### src/rtl/riscv_ctrl_pkg.sv
`default_nettype none
// ============================================================================
//  Module      : riscv_ctrl_pkg
//  Description : Shared constants and types for the pipelined RISC-V control
//                path. Holds the opcode constants, ALU control codes, ResultSrc
//                and ImmSrc codes, the per-stage control bundle, the bubble
//                value and the branch-condition helper.
//  Ports       : none (package)
//  Revision    : 1.0 - initial release
// ============================================================================
package riscv_ctrl_pkg;

    // Opcodes of the supported instruction classes
    localparam logic [6:0] c_op_load   = 7'b0000011;
    localparam logic [6:0] c_op_store  = 7'b0100011;
    localparam logic [6:0] c_op_rtype  = 7'b0110011;
    localparam logic [6:0] c_op_ialu   = 7'b0010011;
    localparam logic [6:0] c_op_branch = 7'b1100011;
    localparam logic [6:0] c_op_jal    = 7'b1101111;

    // ALU control codes at the widest supported width (4 bits). The base set
    // fits in 3 bits, so a 3-bit ALU simply takes the low bits.
    localparam logic [3:0] c_alu_add  = 4'b0000;
    localparam logic [3:0] c_alu_sub  = 4'b0001;
    localparam logic [3:0] c_alu_and  = 4'b0010;
    localparam logic [3:0] c_alu_or   = 4'b0011;
    localparam logic [3:0] c_alu_slt  = 4'b0101;
    localparam logic [3:0] c_alu_sltu = 4'b0110;
    localparam logic [3:0] c_alu_xor  = 4'b0111;
    localparam logic [3:0] c_alu_sll  = 4'b1000;
    localparam logic [3:0] c_alu_srl  = 4'b1001;
    localparam logic [3:0] c_alu_sra  = 4'b1010;

    // Writeback select
    localparam logic [1:0] c_res_alu = 2'b00;
    localparam logic [1:0] c_res_mem = 2'b01;
    localparam logic [1:0] c_res_pc4 = 2'b10;

    // Immediate formats
    localparam logic [1:0] c_imm_i = 2'b00;
    localparam logic [1:0] c_imm_s = 2'b01;
    localparam logic [1:0] c_imm_b = 2'b10;
    localparam logic [1:0] c_imm_j = 2'b11;

    // Branch funct3 encodings
    localparam logic [2:0] c_f3_beq  = 3'b000;
    localparam logic [2:0] c_f3_bne  = 3'b001;
    localparam logic [2:0] c_f3_blt  = 3'b100;
    localparam logic [2:0] c_f3_bge  = 3'b101;
    localparam logic [2:0] c_f3_bltu = 3'b110;
    localparam logic [2:0] c_f3_bgeu = 3'b111;

    // Control fields carried from Decode into Execute (ALU control is kept
    // separately because its width is a parameter of the design).
    typedef struct packed {
        logic       regwrite;
        logic [1:0] resultsrc;
        logic       memwrite;
        logic       jump;
        logic       branch;
        logic       alusrc;
        logic [2:0] funct3;
    } ctrl_t;

    // A bubble is the all-zero bundle: no write, no branch, no jump.
    localparam ctrl_t c_ctrl_bubble = '0;

    // Branch condition evaluated in Execute from the ALU flags.
    function automatic logic branch_taken(
        input logic [2:0] funct3,
        input logic       zero,
        input logic       lt,
        input logic       ltu
    );
        logic w_taken;
        case (funct3)
            c_f3_beq:  w_taken = zero;
            c_f3_bne:  w_taken = ~zero;
            c_f3_blt:  w_taken = lt;
            c_f3_bge:  w_taken = ~lt;
            c_f3_bltu: w_taken = ltu;
            c_f3_bgeu: w_taken = ~ltu;
            default:   w_taken = 1'b0;
        endcase
        return w_taken;
    endfunction

endpackage
`default_nettype wire

### src/rtl/ctrl_decode.sv
`default_nettype none
// ============================================================================
//  Module      : ctrl_decode
//  Description : Combinational main decoder and ALU decoder for the Decode
//                stage. Unsupported opcodes / branch funct3 values raise
//                IllegalD and decode to a bubble.
//  Parameters  : ALUCTRL_W  - ALU control width (3 base ops, 4 adds
//                             sltu/xor/shifts)
//                BRANCH_EXT - 1: full branch set, 0: beq only
//  Ports       : opD, funct3D, funct7b5D  in   instruction fields in Decode
//                ctrlD                    out  control bundle for Execute
//                ALUControlD              out  ALU operation
//                ImmSrcD                  out  immediate format
//                IllegalD                 out  unsupported instruction
//  Revision    : 1.0 - initial release
// ============================================================================
module ctrl_decode
    import riscv_ctrl_pkg::*;
#(
    parameter int ALUCTRL_W  = 3,
    parameter bit BRANCH_EXT = 1'b1
) (
    input  logic [6:0]           opD,
    input  logic [2:0]           funct3D,
    input  logic                 funct7b5D,
    output ctrl_t                ctrlD,
    output logic [ALUCTRL_W-1:0] ALUControlD,
    output logic [1:0]           ImmSrcD,
    output logic                 IllegalD
);

    localparam bit c_ext_alu = (ALUCTRL_W >= 4);

    ctrl_t w_ctrl;
    logic  w_illegal;
    logic  w_branch_ok;

    // Branch funct3 010/011 are never valid; without the extension only beq is.
    always_comb begin
        if (BRANCH_EXT) begin
            w_branch_ok = (funct3D != 3'b010) && (funct3D != 3'b011);
        end else begin
            w_branch_ok = (funct3D == c_f3_beq);
        end
    end

    // Main decoder
    always_comb begin
        w_ctrl    = c_ctrl_bubble;
        ImmSrcD   = c_imm_i;
        w_illegal = 1'b0;
        case (opD)
            c_op_load: begin
                w_ctrl.regwrite  = 1'b1;
                w_ctrl.resultsrc = c_res_mem;
                w_ctrl.alusrc    = 1'b1;
            end
            c_op_store: begin
                w_ctrl.memwrite = 1'b1;
                w_ctrl.alusrc   = 1'b1;
                ImmSrcD         = c_imm_s;
            end
            c_op_rtype: begin
                w_ctrl.regwrite = 1'b1;
            end
            c_op_ialu: begin
                w_ctrl.regwrite = 1'b1;
                w_ctrl.alusrc   = 1'b1;
            end
            c_op_branch: begin
                ImmSrcD = c_imm_b;
                if (w_branch_ok) begin
                    w_ctrl.branch = 1'b1;
                end else begin
                    w_illegal = 1'b1;
                end
            end
            c_op_jal: begin
                w_ctrl.regwrite  = 1'b1;
                w_ctrl.jump      = 1'b1;
                w_ctrl.resultsrc = c_res_pc4;
                ImmSrcD          = c_imm_j;
            end
            default: begin
                w_illegal = 1'b1;
            end
        endcase
        // funct3 only travels with a legal instruction so a bubble stays all-zero
        if (!w_illegal) begin
            w_ctrl.funct3 = funct3D;
        end
    end

    // ALU decoder
    always_comb begin
        ALUControlD = ALUCTRL_W'(c_alu_add);
        case (opD)
            c_op_rtype, c_op_ialu: begin
                case (funct3D)
                    3'b000: begin
                        // sub exists only as R-type; addi ignores instr[30]
                        if ((opD == c_op_rtype) && funct7b5D) begin
                            ALUControlD = ALUCTRL_W'(c_alu_sub);
                        end
                    end
                    3'b010: ALUControlD = ALUCTRL_W'(c_alu_slt);
                    3'b110: ALUControlD = ALUCTRL_W'(c_alu_or);
                    3'b111: ALUControlD = ALUCTRL_W'(c_alu_and);
                    3'b011: begin
                        if (c_ext_alu) ALUControlD = ALUCTRL_W'(c_alu_sltu);
                    end
                    3'b100: begin
                        if (c_ext_alu) ALUControlD = ALUCTRL_W'(c_alu_xor);
                    end
                    3'b001: begin
                        if (c_ext_alu) ALUControlD = ALUCTRL_W'(c_alu_sll);
                    end
                    3'b101: begin
                        if (c_ext_alu) begin
                            ALUControlD = funct7b5D ? ALUCTRL_W'(c_alu_sra)
                                                    : ALUCTRL_W'(c_alu_srl);
                        end
                    end
                    default: ALUControlD = ALUCTRL_W'(c_alu_add);
                endcase
            end
            c_op_branch: begin
                // Unsigned compares need sltu when the ALU provides it
                if (c_ext_alu && (funct3D[2:1] == 2'b11)) begin
                    ALUControlD = ALUCTRL_W'(c_alu_sltu);
                end else begin
                    ALUControlD = ALUCTRL_W'(c_alu_sub);
                end
            end
            default: ALUControlD = ALUCTRL_W'(c_alu_add);
        endcase
        if (w_illegal) begin
            ALUControlD = ALUCTRL_W'(c_alu_add);
        end
    end

    assign ctrlD    = w_ctrl;
    assign IllegalD = w_illegal;

endmodule
`default_nettype wire

### src/rtl/pipe_controller.sv
`default_nettype none
// ============================================================================
//  Module      : pipe_controller
//  Description : Pipelined control unit. Decodes the instruction in Decode and
//                carries its controls through the D->E, E->M and M->W
//                pipeline registers, with stall/flush handling and the
//                branch/jump redirect computed in Execute.
//  Parameters  : ALUCTRL_W (3/4), BRANCH_EXT (0/1)
//  Ports       : clk, reset                      clock, sync active-high reset
//                opD, funct3D, funct7b5D         instruction fields in Decode
//                StallE, FlushE                  hazard controls for E/M/W
//                ZeroE, LtE, LtuE                ALU flags in Execute
//                ImmSrcD, IllegalD               Decode outputs (combinational)
//                ALUSrcE, ALUControlE, PCSrcE,
//                ResultSrcE0                     Execute outputs
//                MemWriteM, RegWriteM            Memory outputs
//                RegWriteW, ResultSrcW           Writeback outputs
//  Revision    : 1.0 - initial release
// ============================================================================
module pipe_controller
    import riscv_ctrl_pkg::*;
#(
    parameter int ALUCTRL_W  = 3,
    parameter bit BRANCH_EXT = 1'b1
) (
    input  logic                 clk,
    input  logic                 reset,
    input  logic [6:0]           opD,
    input  logic [2:0]           funct3D,
    input  logic                 funct7b5D,
    input  logic                 StallE,
    input  logic                 FlushE,
    input  logic                 ZeroE,
    input  logic                 LtE,
    input  logic                 LtuE,
    output logic [1:0]           ImmSrcD,
    output logic                 IllegalD,
    output logic                 ALUSrcE,
    output logic [ALUCTRL_W-1:0] ALUControlE,
    output logic                 PCSrcE,
    output logic                 ResultSrcE0,
    output logic                 MemWriteM,
    output logic                 RegWriteM,
    output logic                 RegWriteW,
    output logic [1:0]           ResultSrcW
);

    ctrl_t                w_ctrl_d;
    logic [ALUCTRL_W-1:0] w_alu_d;

    ctrl_t                r_ctrl_e;
    logic [ALUCTRL_W-1:0] r_alu_e;
    logic                 r_regwrite_m;
    logic                 r_memwrite_m;
    logic [1:0]           r_resultsrc_m;
    logic                 r_regwrite_w;
    logic [1:0]           r_resultsrc_w;

    ctrl_decode #(
        .ALUCTRL_W  (ALUCTRL_W),
        .BRANCH_EXT (BRANCH_EXT)
    ) u_decode (
        .opD         (opD),
        .funct3D     (funct3D),
        .funct7b5D   (funct7b5D),
        .ctrlD       (w_ctrl_d),
        .ALUControlD (w_alu_d),
        .ImmSrcD     (ImmSrcD),
        .IllegalD    (IllegalD)
    );

    // Flush wins over stall for E; M and W advance only when not stalled, so
    // a flush during a stall bubbles E while M and W hold.
    always_ff @(posedge clk) begin
        if (reset) begin
            r_ctrl_e      <= c_ctrl_bubble;
            r_alu_e       <= '0;
            r_regwrite_m  <= 1'b0;
            r_memwrite_m  <= 1'b0;
            r_resultsrc_m <= 2'b00;
            r_regwrite_w  <= 1'b0;
            r_resultsrc_w <= 2'b00;
        end else begin
            if (FlushE) begin
                r_ctrl_e <= c_ctrl_bubble;
                r_alu_e  <= '0;
            end else if (!StallE) begin
                r_ctrl_e <= w_ctrl_d;
                r_alu_e  <= w_alu_d;
            end
            if (!StallE) begin
                r_regwrite_m  <= r_ctrl_e.regwrite;
                r_memwrite_m  <= r_ctrl_e.memwrite;
                r_resultsrc_m <= r_ctrl_e.resultsrc;
                r_regwrite_w  <= r_regwrite_m;
                r_resultsrc_w <= r_resultsrc_m;
            end
        end
    end

    assign ALUSrcE     = r_ctrl_e.alusrc;
    assign ALUControlE = r_alu_e;
    assign ResultSrcE0 = r_ctrl_e.resultsrc[0];
    assign PCSrcE      = r_ctrl_e.jump
                       | (r_ctrl_e.branch & branch_taken(r_ctrl_e.funct3, ZeroE, LtE, LtuE));

    assign MemWriteM   = r_memwrite_m;
    assign RegWriteM   = r_regwrite_m;
    assign RegWriteW   = r_regwrite_w;
    assign ResultSrcW  = r_resultsrc_w;

endmodule
`default_nettype wire
### config.mk
export PLATFORM = sky130hd
export DESIGN_NAME = pipe_controller
export DESIGN_NICKNAME = d
export VERILOG_FILES = /design/src/rtl/riscv_ctrl_pkg.sv /design/src/rtl/ctrl_decode.sv /design/src/rtl/pipe_controller.sv
export SDC_FILE = /design/constraint.sdc
export NUM_CORES = 1
export LEC_CHECK = 0
export ABC_AREA = 1
export BUFFER_PORTS_ARGS = -buffer_cell sky130_fd_sc_hd__buf_2
export CORE_MARGIN = 5
export CORE_UTILIZATION = 30
export DETAILED_ROUTE_END_ITERATION = 10
export PLACE_DENSITY_LB_ADDON = 0.3
export SLEW_MARGIN = 20
export SYNTH_ARGS = -nofsm -noshare
export SYNTH_HDL_FRONTEND = slang
export SYNTH_SLANG_ARGS = --single-unit
export TNS_END_PERCENT = 10
### constraint.sdc
create_clock -name clk -period 2.7 [get_ports clk]
set_input_delay 0.54 -clock clk [delete_from_list [all_inputs] [get_ports clk]]
set_output_delay 0.54 -clock clk [all_outputs]
set_load 0.05 [all_outputs]
==> summary.md, run 1 <==
| Metric | Value |
|---|---|
| Status | `complete, no violations` |
| Via count | `972` |
| Initial Util | `31.48%` |
| Slew headroom | `61.33%` |
| Distinct cells, synth | `24` |
| Worst r2r src | `r_ctrl_e[8]$_SDFFE_PP0N_` |
| HP Class | `flip-flop to flip-flop` |
| CTS Hold Bufs | `0` |
| Max Freq | `474.2 MHz` |
| Layout cell share with drive strength beyond 1 | `30.77%` |
| Vias per Instance | `4.563` |
| Diode count | `0` |
| I/O pins | `32` |
| Clk_lat worst skew | `0.29 ns` |
| Worst reg-to-reg path cell count | `2` |
| Htree depth | `1` |
| Sequential area share after synthesis | `39.58%` |
| Count of final max-slew check failures | `0` |
| Leading cell type in the layout, fill and taps excluded | `nand2_1` |
| CTS clock-pin slew for the worst setup and hold paths | `0.10 ns` |
| Die height | `66.60 um` |
| Crit path DAT | `1.57 ns` |
| Crit path required time | `2.16 ns` |
| Setup crit start kind | `input port` |
| P_leak | `0.0005005 uW` |
| Router iterations before antenna repair | `4` |
| Remaining antenna violation count | `0` |
| Max clock buf depth | `2` |
| Fin Hold WS | `0.4678 ns` |
| Main synth FF type | `dfxtp_1` |
| IO buf count | `31` |
| Vias in the first global route | `953` |
| Cell taking the most area after synthesis | `dfxtp_1` |
| Hpwl dp | `1817 um` |
| FP Rows | `20` |
| Core Region | `3053 um^2` |
| Power Dens Cells | `433.5 nW/um^2` |
| Wirelength, routed | `2268 um` |
| Largest net degree at the start of global routing | `23` |
| Residual DRC | `0` |
| Setup_tns | `0 ns` |
| Synthesized area | `960.9 um^2` |
| Drt wl/cell | `10.65 um` |
| Syn_area_per_cell | `6.913 um^2` |
| Area growth syn-to-layout | `22.14%` |
| Crit Path Max Fanout | `5` |
| Setup crit end | `IllegalD` |
| Tmin final | `2.109 ns` |
| Die extent in x | `66.60 um` |
| WS Path Type | `input port to output port` |
| Nets | `188` |
| Fill count | `350` |
| Max cap viols | `0` |
| Commonest cells after routing, fill and taps aside | `nand2_1 (34), buf_2 (31), dfxtp_1 (19)` |
| Setup Skew | `0.004349 ns` |
| Setup repair bufs after CTS | `0` |
| Final period util | `78.11%` |
| Full die area | `4435 um^2` |
| CTS Sinks | `19` |
| Multi-input logic area | `500.5 um^2` |
| Worst vdd ir | `170.9 uV` |
| Worst-margin pin slew | `0.5793 ns` |
| Initial antenna violation count | `0` |
| Post-synthesis async set-or-reset flop share | `0%` |
| RSZ-0062 raised after global routing | `false` |
| Setup violators final | `0` |
| Total Routing Usage GR | `10.82%` |
| Yosys reg bits | `19` |
| Initial drt markers | `32` |
| Share of the synthesized area in the top cell type | `39.58%` |
| CP endpoint kind | `output port` |
| Clk root buf | `clkbuf_4` |
| Final Wtd Congestion | `0.8642` |
| Synth warn | `0` |
| Critical Path Start | `opD[1]` |
| First-pass GRT wire length | `3781 um` |
| RR Endpoint | `r_resultsrc_m[1]$_SDFFE_PP0N_` |
| Storage cell area | `380.4 um^2` |
| Post-synth EDFFs | `0` |
| Final hold vios | `0` |
| Remaining global-route overflow | `0` |
| Post-synth net total | `157` |
| Mapped Cells | `139` |
| Num CTS Buffers | `3` |
| Synth top area cells | `dfxtp_1 (40%), nand2_1 (13%), a21oi_1 (8.9%)` |
| CTS tree | `yes` |
| Post-CTS Resized | `0` |
| Worst R2R Setup Slack | `2.00 ns` |
-- layer usage --
metal / track usage [%] / vias to the layer above / wire (um)
li1: - / 507 / -
met1: 10.73 / 454 / 948
met2: 21.16 / 11 / 1252
met3: 3.373 / 0 / 67
met4: 3.046 / 0 / 0
met5: 0 / - / 0
-- registers in the layout (all words and copies together) (netlist names) --
| name | flops |
|---|---|
| r_resultsrc_m | 2 |
| ALUSrcE | 1 |
| ResultSrcE0 | 1 |
| r_ctrl_e | 7 |
| MemWriteM | 1 |
| RegWriteW | 1 |
| RegWriteM | 1 |
| ALUControlE | 3 |
| ResultSrcW | 2 |
-- Yosys cell counts, types with 2 or more instances --
| library cell | number |
|---|---|
| nor2_1 | 13 |
| nand2_2 | 3 |
| o21ai_0 | 10 |
| buf_2 | 3 |
| nand3_1 | 5 |
| nor3_1 | 2 |
| inv_2 | 4 |
| dfxtp_1 | 19 |
| a21oi_1 | 17 |
| nand3_2 | 2 |
| inv_1 | 10 |
| nor2_2 | 6 |
| nand2_1 | 34 |
-- cell families (layout without fill, tap and decap cells) --
family	count (synthesis)	in the layout	share of synthesized area, %
buf+inv	20	50	8.332
flops	19	19	39.58
simple gates	68	68	33.99
xor+xnor	1	1	0.9116
compound gates	31	31	17.19
-- area by class of cell --
cell class                 instances  area share (%)
clock buffer                       4           2.239
inverter                          15           4.797
multi-input combinational        100           42.64
sequential                        19           32.41
tap                               44           4.691
timing repair buffer              31           13.22
-- critical path, stage by stage --
cell,delay (ns)
buf_2,0.10
nand2_2,0.09
inv_2,0.05
nand2_1,0.11
nor2_2,0.06
nor2_2,0.16
nand4_4,0.12
inv_1,0.07
buf_2,0.25
-- worst min path at each step --
stage / from / endpoint / slack (ns) / cells after the start
2_1_floorplan: r_ctrl_e[6]$_SDFFE_PP0N_ / MemWriteM$_SDFFE_PP0N_ / 0.44 / 2
3_3_place_gp: RegWriteW$_SDFFE_PP0N_ / RegWriteW$_SDFFE_PP0N_ / 0.45 / 2
3_5_place_dp: MemWriteM$_SDFFE_PP0N_ / MemWriteM$_SDFFE_PP0N_ / 0.45 / 2
4_1_cts: MemWriteM$_SDFFE_PP0N_ / MemWriteM$_SDFFE_PP0N_ / 0.47 / 2
5_1_grt: ResultSrcW[1]$_SDFFE_PP0N_ / ResultSrcW[1]$_SDFFE_PP0N_ / 0.50 / 2
6_report: RegWriteW$_SDFFE_PP0N_ / RegWriteW$_SDFFE_PP0N_ / 0.47 / 2
-- where the power goes --
part           internal [uW]  total (uW)  switching [uW]
combinational           23.7        78.6            54.9
clock                   57.4         142            84.4
sequential               286         288            2.64
total                    367         509             142
-- through the flow --
stage / cells / instance area, um^2 / worst slack, ns / util [%] / total power [uW]
after floorplan: 139 / 960.9 / 0.6054 / - / 347.5
after global placement: 209 / 1147 / 0.6223 / 37.58 / 372.1
after detailed placement: 209 / 1147 / 0.5895 / 37.58 / 373.9
after CTS: 213 / 1174 / 0.5767 / 38.44 / 518.3
after global routing: 213 / 1174 / 0.4939 / 38.44 / 541.2
final: 213 / 1174 / 0.5910 / 38.44 / 508.8
(Power assumes the default switching activity.)
==> run 2, diff against run 1 <==
==> constraint.sdc (replaced) <==
create_clock -name clk -period 1.7 [get_ports clk]
set_input_delay 0.34 -clock clk [delete_from_list [all_inputs] [get_ports clk]]
set_output_delay 0.34 -clock clk [all_outputs]
set_load 0.05 [all_outputs]
==> summary.md, run 2 (synthesized netlist as in run 1, its figures left out) <==
| Metric | Value |
|---|---|
| Status | `complete, no violations` |
| Vias in the first global route | `928 (-2.6%)` |
| Max cap viols | `0 (unchanged)` |
| Area growth syn-to-layout | `26.43%` |
| Commonest cells after routing, fill and taps aside | `nand2_1 (32), buf_2 (29), dfxtp_1 (18)` |
| IO buf count | `31 (unchanged)` |
| Critical Path Start | `r_ctrl_e[2]$_SDFFE_PP0N_` |
| Final Wtd Congestion | `0.8747 (+1.2%)` |
| Crit Path Max Fanout | `4 (-1)` |
| Worst-margin pin slew | `0.5729 ns (-0.006400 ns)` |
| Count of final max-slew check failures | `0 (unchanged)` |
| Slowest CP cell | `dfxtp_4` |
| Total power draw | `813.6 uW (+60%)` |
| Max Freq | `590.9 MHz` |
| Final core utilization | `39.80% (+1.4 points)` |
| Final std cells w/o fill | `215 (+0.94%)` |
| WS Path Type | `flip-flop to output port` |
| Full die area | `4435 um^2 (unchanged)` |
| Worst stage delay on the critical path | `0.37 ns (+0.12 ns)` |
| Remaining global-route overflow | `0 (unchanged)` |
| Vias per Instance | `4.451 (-2.5%)` |
| FP Rows | `20 (unchanged)` |
| Setup repair bufs after CTS | `0 (unchanged)` |
| Initial Util | `31.48% (unchanged)` |
| Crit path DAT | `1.35 ns (-0.22 ns)` |
| Setup Skew | `0.008324 ns (+0.003975 ns)` |
| Post-placement cell count | `211 (+0.96%)` |
| Final period util | `99.54%` |
| HP Class | `input port to flip-flop` |
| Remaining antenna violation count | `0 (unchanged)` |
| Layout cell share with drive strength beyond 1 | `34.50% (+3.7 points)` |
| Crit path required time | `1.36 ns (-0.80 ns)` |
| CP endpoint kind | `output port` |
| First-pass GRT wire length | `3601 um (-4.8%)` |
| RR Endpoint | `r_resultsrc_m[1]$_SDFFE_PP0N_` |
| Clk_lat worst skew | `0.29 ns (about the same)` |
| Residual DRC | `0 (unchanged)` |
| Max clock buf depth | `2 (unchanged)` |
| Num CTS Buffers | `3 (unchanged)` |
| Slew headroom | `61.76% (+0.43 points)` |
| Worst vdd ir | `240.5 uV (+41%)` |
| Die height | `66.60 um (unchanged)` |
| Cells along the critical path | `nand2_2 > o21ai_2 > xor2_1 > o21ai_1 > nand2_1 > nand2_2 > buf_8` |
| Diode count | `0 (unchanged)` |
| Worst Setup Slack, final | `0.007782 ns (-0.5832 ns)` |
| Power Dens Cells | `669.7 nW/um^2 (+54%)` |
| CTS tree | `yes` |
| Max FFs per register | `7 (unchanged)` |
| Setup violators final | `0 (unchanged)` |
| Worst R2R Setup Slack | `0.99 ns (-1.01 ns)` |
| Fin Hold WS | `0.2945 ns (-0.1733 ns)` |
| Via count | `957 (-1.5%)` |
| Tmin final | `1.692 ns` |
| Wirelength, routed | `2225 um (-1.9%)` |
| Clk root buf | `clkbuf_4` |
| Pre-CTS setup slack | `0.02653 ns (-0.5630 ns)` |
| RSZ-0062 raised after global routing | `true` |
| Initial antenna violation count | `0 (unchanged)` |
| Die extent in x | `66.60 um (unchanged)` |
| Setup crit end | `PCSrcE` |
| Hpwl dp | `1804 um (-0.74%)` |
| Total Routing Usage GR | `10.33% (-0.50 points)` |
| Final hold vios | `0 (unchanged)` |
| Router iterations before antenna repair | `4 (unchanged)` |
| P_leak | `0.0005202 uW (+3.9%)` |
| Largest net degree at the start of global routing | `23 (unchanged)` |
| CTS clock-pin slew for the worst setup and hold paths | `0.11 ns (about the same)` |
| Nets | `190 (+1.1%)` |
| Htree depth | `1 (unchanged)` |
| Setup crit start kind | `flip-flop` |
| CTS Sinks | `19 (unchanged)` |
| Largest reg by FF count | `r_ctrl_e` |
| Leading cell type in the layout, fill and taps excluded | `nand2_1` |
| Worst r2r src | `r_ctrl_e[8]$_SDFFE_PP0N_` |
| I/O pins | `32 (unchanged)` |
| Initial drt markers | `35 (+9.4%)` |
| Core Region | `3053 um^2 (unchanged)` |
| Most used cell, CP | `nand2_2` |
| Drt wl/cell | `10.35 um (-2.8%)` |
| Worst reg-to-reg path cell count | `2 (unchanged)` |
[run 2: how the worst min path moves through the flow]
stage	from	endpoint	slack, ns	cells after the start
after floorplan	r_ctrl_e[6]$_SDFFE_PP0N_	MemWriteM$_SDFFE_PP0N_	0.44	2
after global placement	RegWriteW$_SDFFE_PP0N_	RegWriteW$_SDFFE_PP0N_	0.45	2
after detailed placement	ResultSrcW[0]$_SDFFE_PP0N_	ResultSrcW[0]$_SDFFE_PP0N_	0.45	2
after CTS	reset	RegWriteM$_SDFFE_PP0N_	0.29	2
after global routing	reset	ResultSrcW[1]$_SDFFE_PP0N_	0.30	2
final	reset	ResultSrcW[0]$_SDFFE_PP0N_	0.29	2
[run 2: metrics by stage]
stage | cell area (um^2) | setup TNS [ns]
after floorplan | 960.9 | 0
after global placement | 1162 | 0
after detailed placement | 1162 | 0
after CTS | 1197 | -0.008542
after global routing | 1215 | -0.08975
final | 1215 | 0
[run 2: layer usage]
layer  global-route usage (%)  wire [um]  part of all wire (%)  vias up
li1                         -          -                     -      509
met1                    10.00        908                    41      439
met2                    21.29       1261                    57        9
met3                    2.024         54                   2.4        0
met4                    3.046          0                     0        0
met5                        0          0                     0        -
[run 2: report_power, final]
part           switching (uW)  total, uW  leakage (uW)  internal [uW]
Combinational            87.8        131      0.000348           43.2
Sequential               4.34        457      0.000155            452
Clock                     138        226     0.0000177           87.5
Total                     231        814      0.000520            583
[run 2: cell type report]
cell class                 count  area (um^2)
multi-input combinational    100        509.2
inverter                      15        56.30
timing repair buffer          33        182.7
clock inverter                 1        5.005
fill                         354         1838
clock buffer                   3        22.52
sequential                    19        384.1
tap                           44        55.05
[run 2: worst max-delay path, delay by kind of cell (launching register included)]
kind / cells / cell delay, ns
DFF: 1 / 0.37
and+or+nand+nor: 3 / 0.22
AOI/OAI and AO/OA: 2 / 0.19
xor gates and xnor gates: 1 / 0.14
buffers and inverters: 1 / 0.14
[run 2: repair_timing]
| item | CTS | global route |
|---|---|---|
| gates resized for setup | 5 | 7 |
| endpoints found under the setup margin | 1 | 2 |
| hold buffers | 0 | 0 |
| pin swaps | 0 | 4 |
==> run 3, diff against run 2 <==
--- a/config.mk
+++ b/config.mk
@@ -5,7 +5,6 @@
 export SDC_FILE = /design/constraint.sdc
 export NUM_CORES = 1
 export LEC_CHECK = 0
-export ABC_AREA = 1
 export BUFFER_PORTS_ARGS = -buffer_cell sky130_fd_sc_hd__buf_2
 export CORE_MARGIN = 5
 export CORE_UTILIZATION = 30
@@ -14,5 +13,6 @@
 export SLEW_MARGIN = 20
 export SYNTH_ARGS = -nofsm -noshare
 export SYNTH_HDL_FRONTEND = slang
+export SYNTH_HIERARCHICAL = 1
 export SYNTH_SLANG_ARGS = --single-unit
 export TNS_END_PERCENT = 10
==> summary.md, run 3 <==
| Metric | Value |
|---|---|
| Full die area | `4660 um^2 (+5.1%)` |
| CTS tree | `yes` |
| Setup violators final | `0 (unchanged)` |
| Residual DRC | `0 (unchanged)` |
| Tmin final | `1.661 ns (-0.03103 ns)` |
| Post-synth EDFFs | `0 (unchanged)` |
| Setup crit start kind | `flip-flop` |
| Power Dens Cells | `653.5 nW/um^2 (-2.4%)` |
| Initial Util | `30.76% (-0.71 points)` |
| Crit path DAT | `1.32 ns (-0.03 ns)` |
| WHS Path Cells | `2 (unchanged)` |
| Vias per Instance | `4.579 (+2.9%)` |
| Nets | `168 (-12%)` |
| Share of the synthesized area in the top cell type | `39.31% (-0.27 points)` |
| Synth Area in Simple Gates | `24.69% (-9.3 points)` |
| Initial drt markers | `37 (+5.7%)` |
| Area growth syn-to-layout | `26.66%` |
| IO buf count | `31 (unchanged)` |
| First-pass GRT wire length | `3995 um (+11%)` |
| Synth Area in Adders | `0% (unchanged)` |
| WS Path Type | `flip-flop to output port` |
| Leading cell type in the layout, fill and taps excluded | `buf_2` |
| Max clock buf depth | `2 (unchanged)` |
| Largest net degree at the start of global routing | `21 (-8.7%)` |
| Syn_area_per_cell | `9.013 um^2 (+30%)` |
| Die extent in x | `68.27 um (+2.5%)` |
| Crit Path Max Fanout | `3 (-1)` |
| Final Wtd Congestion | `0.8583 (-1.9%)` |
| Max Freq | `602.0 MHz (+1.9%)` |
| Clk root buf | `clkbuf_4` |
| Final period util | `97.72% (-1.8 points)` |
| Final core utilization | `38.96% (-0.83 points)` |
| Fill count | `358 (+1.1%)` |
| Die height | `68.27 um (+2.5%)` |
| Remaining global-route overflow | `0 (unchanged)` |
| Max cap viols | `0 (unchanged)` |
| RR Endpoint | `r_ctrl_e[0]$_SDFFE_PP0N_` |
| Slew headroom | `62.10% (+0.34 points)` |
| Synth warn | `6 (+6)` |
| Remaining antenna violation count | `0 (unchanged)` |
| Yosys reg bits | `20 (+1)` |
| Wirelength, routed | `2294 um (+3.1%)` |
| Main synth FF type | `dfxtp_1` |
| Compound-Gate Fraction of Synth Area | `7.985% (-9.2 points)` |
| Core Region | `3311 um^2 (+8.4%)` |
| Max FFs per register | `8 (+1)` |
| P_leak | `0.0005863 uW (+13%)` |
| Post-synth net total | `131 (-17%)` |
| Num CTS Buffers | `3 (unchanged)` |
| Diode count | `0 (unchanged)` |
| Drt wl/cell | `11.76 um (+14%)` |
| Post-synthesis async set-or-reset flop share | `0% (unchanged)` |
| Clk pwr share | `31.3% (+3.5 points)` |
| Worst R2R Setup Slack | `1.04 ns (+0.05 ns)` |
| Worst-margin pin slew | `0.5685 ns (-0.004427 ns)` |
| DP Area | `1232 um^2 (+6.0%)` |
| Mux share of post-synthesis cell area | `20.64% (+21 points)` |
| Post-synth top cells | `nor2_1 (26), mux2i_1 (21), dfxtp_1 (20)` |
| Largest reg by FF count | `r_ctrl_e` |
| P_sw | `196.8 uW (-15%)` |
| Worst vdd ir | `409.8 uV (+70%)` |
| Cell taking the most area after synthesis | `dfxtp_1` |
| Fin area | `1290 um^2 (+6.2%)` |
| Distinct cells, synth | `30 (+25%)` |
| Via count | `893 (-6.7%)` |
| Initial antenna violation count | `0 (unchanged)` |
| Pre-CTS setup slack | `0.02352 ns (-0.003007 ns)` |
| Worst reg-to-reg path cell count | `2 (unchanged)` |
| CP endpoint kind | `output port` |
| Setup Skew | `0.0002693 ns (-0.008055 ns)` |
| Int Power | `646.2 uW (+11%)` |
| Sequential area share after synthesis | `39.31% (-0.27 points)` |
| RSZ-0062 raised after global routing | `true` |
| Fin Hold WS | `0.2947 ns (+0.0001860 ns)` |
| Clk_lat worst skew | `0.29 ns (about the same)` |
| Comb pwr share | `13.0% (-3.1 points)` |
| CTS clock-pin slew for the worst setup and hold paths | `0.10 ns (about the same)` |
| Htree depth | `1 (unchanged)` |
| Total Routing Usage GR | `11.41% (+1.1 points)` |
| FP Rows | `21 (+5.0%)` |
| Synth top area cells | `dfxtp_1 (39%), mux2i_1 (21%), nor2_1 (9.6%)` |
| Sw frac | `23.35% (-5.0 points)` |
| Commonest cells after routing, fill and taps aside | `buf_2 (29), nor2_1 (26), mux2i_1 (20)` |
| Count of final max-slew check failures | `0 (unchanged)` |
| Worst r2r src | `r_ctrl_e[0]$_SDFFE_PP0N_` |
| Vias in the first global route | `879 (-5.3%)` |
| I/O pins | `32 (unchanged)` |
| Layout cell share with drive strength beyond 1 | `34.90% (+0.40 points)` |
| Final hold vios | `0 (unchanged)` |
| CTS Sinks | `20 (+1)` |
| Most common cell in the netlist | `nor2_1` |
| Endpoint, Worst Hold | `ResultSrcW[1]$_SDFFE_PP0N_` |
| Beginning of the worst hold path | `reset` |
| Mapped Cells | `113 (-19%)` |
| Post-Synth XOR/XNOR Area | `1.720% (+0.81 points)` |
| HP Class | `input port to flip-flop` |
| Router iterations before antenna repair | `4 (unchanged)` |
| Status | `complete, no violations` |
| Hpwl dp | `1864 um (+3.3%)` |
| Setup_tns | `0 ns (unchanged)` |
| Sequential share of power | `55.7% (-0.4 points)` |
| Synthesized area | `1018 um^2 (+6.0%)` |
| Worst Setup Slack, final | `0.03881 ns (+0.03103 ns)` |
| Largest family of logic cells by synthesized area | `simple AND/OR/NAND/NOR gates` |
| Crit path required time | `1.36 ns (about the same)` |
-- run 3: changes by cell type after synthesis, sizes merged, moves of 6 or more --
cell,before,now
inv,14,2
nand2,37,6
nor2,20,26
o21ai,10,3
a21oi,18,3
mux2i,0,21
-- run 3: cell families after synthesis --
| kind of cell | after synthesis |
|---|---|
| AOI/OAI and AO/OA | 13 |
| buffers and inverters | 8 |
| muxes | 21 |
| xor gates and xnor gates | 2 |
| DFF | 20 |
| and+or+nand+nor | 49 |
-- run 3: power groups by stage --
stage	registers (uW)	logic [uW]	clock network, uW
finish	469	110	264
global route	470	120	301
CTS	470	110	282
detailed placement	480	108	0
global placement	480	107	0
floorplan	481	65.8	0
-- run 3: cell type report --
cell class / count / area [um^2] / share of cell area [%]
Timing Repair Buffer: 38 / 216.5 / 16.78
Multi-Input combinational cell: 85 / 570.5 / 44.23
Tap cell: 46 / 57.56 / 4.462
Inverter: 2 / 7.507 / 0.5820
Clock buffer: 4 / 36.28 / 2.813
Sequential cell: 20 / 401.6 / 31.13
-- run 3: worst max-delay path by stage --
stage / start / end / slack [ns] / depth (start not counted)
3_3_place_gp: opD[4] / ImmSrcD[0] / 0.04 / 5
5_1_grt: r_ctrl_e[1]$_SDFFE_PP0N_ / PCSrcE / -0.05 / 4
2_1_floorplan: opD[4] / ImmSrcD[1] / -0.20 / 4
3_5_place_dp: opD[4] / ImmSrcD[0] / 0.02 / 5
4_1_cts: r_ctrl_e[1]$_SDFFE_PP0N_ / PCSrcE / 0.006 / 4
6_report: r_ctrl_e[1]$_SDFFE_PP0N_ / PCSrcE / 0.04 / 4
-- run 3: layer usage --
| metal | vias up | global-route usage, % | wire length [um] |
|---|---|---|---|
| li1 | 467 | - | - |
| met1 | 408 | 13.64 | 1036 |
| met2 | 16 | 19.61 | 1150 |
| met3 | 2 | 3.612 | 81 |
| met4 | 0 | 2.978 | 26 |
| met5 | - | 0 | 0 |
-- run 3: through the flow --
step	std cells	total power, uW
floorplan	113	546.8
global placement	190	587.5
detailed placement	190	588.5
CTS	194	861.3
global route	195	891.4
finish	195	843.0
-- run 3: timing repair --
item	in CTS	in global routing
cloned	0	0
pin swaps	1	0
buffers inserted	0	1
gates resized for setup	4	1
hold buffers	0	0
setup endpoints to repair	1	2
-- run 3: critical path, stage by stage (launching register included) --
cell,delay (ns)
dfxtp_2,0.37
mux2i_2,0.24
xor2_1,0.09
o21ai_1,0.15
buf_6,0.18
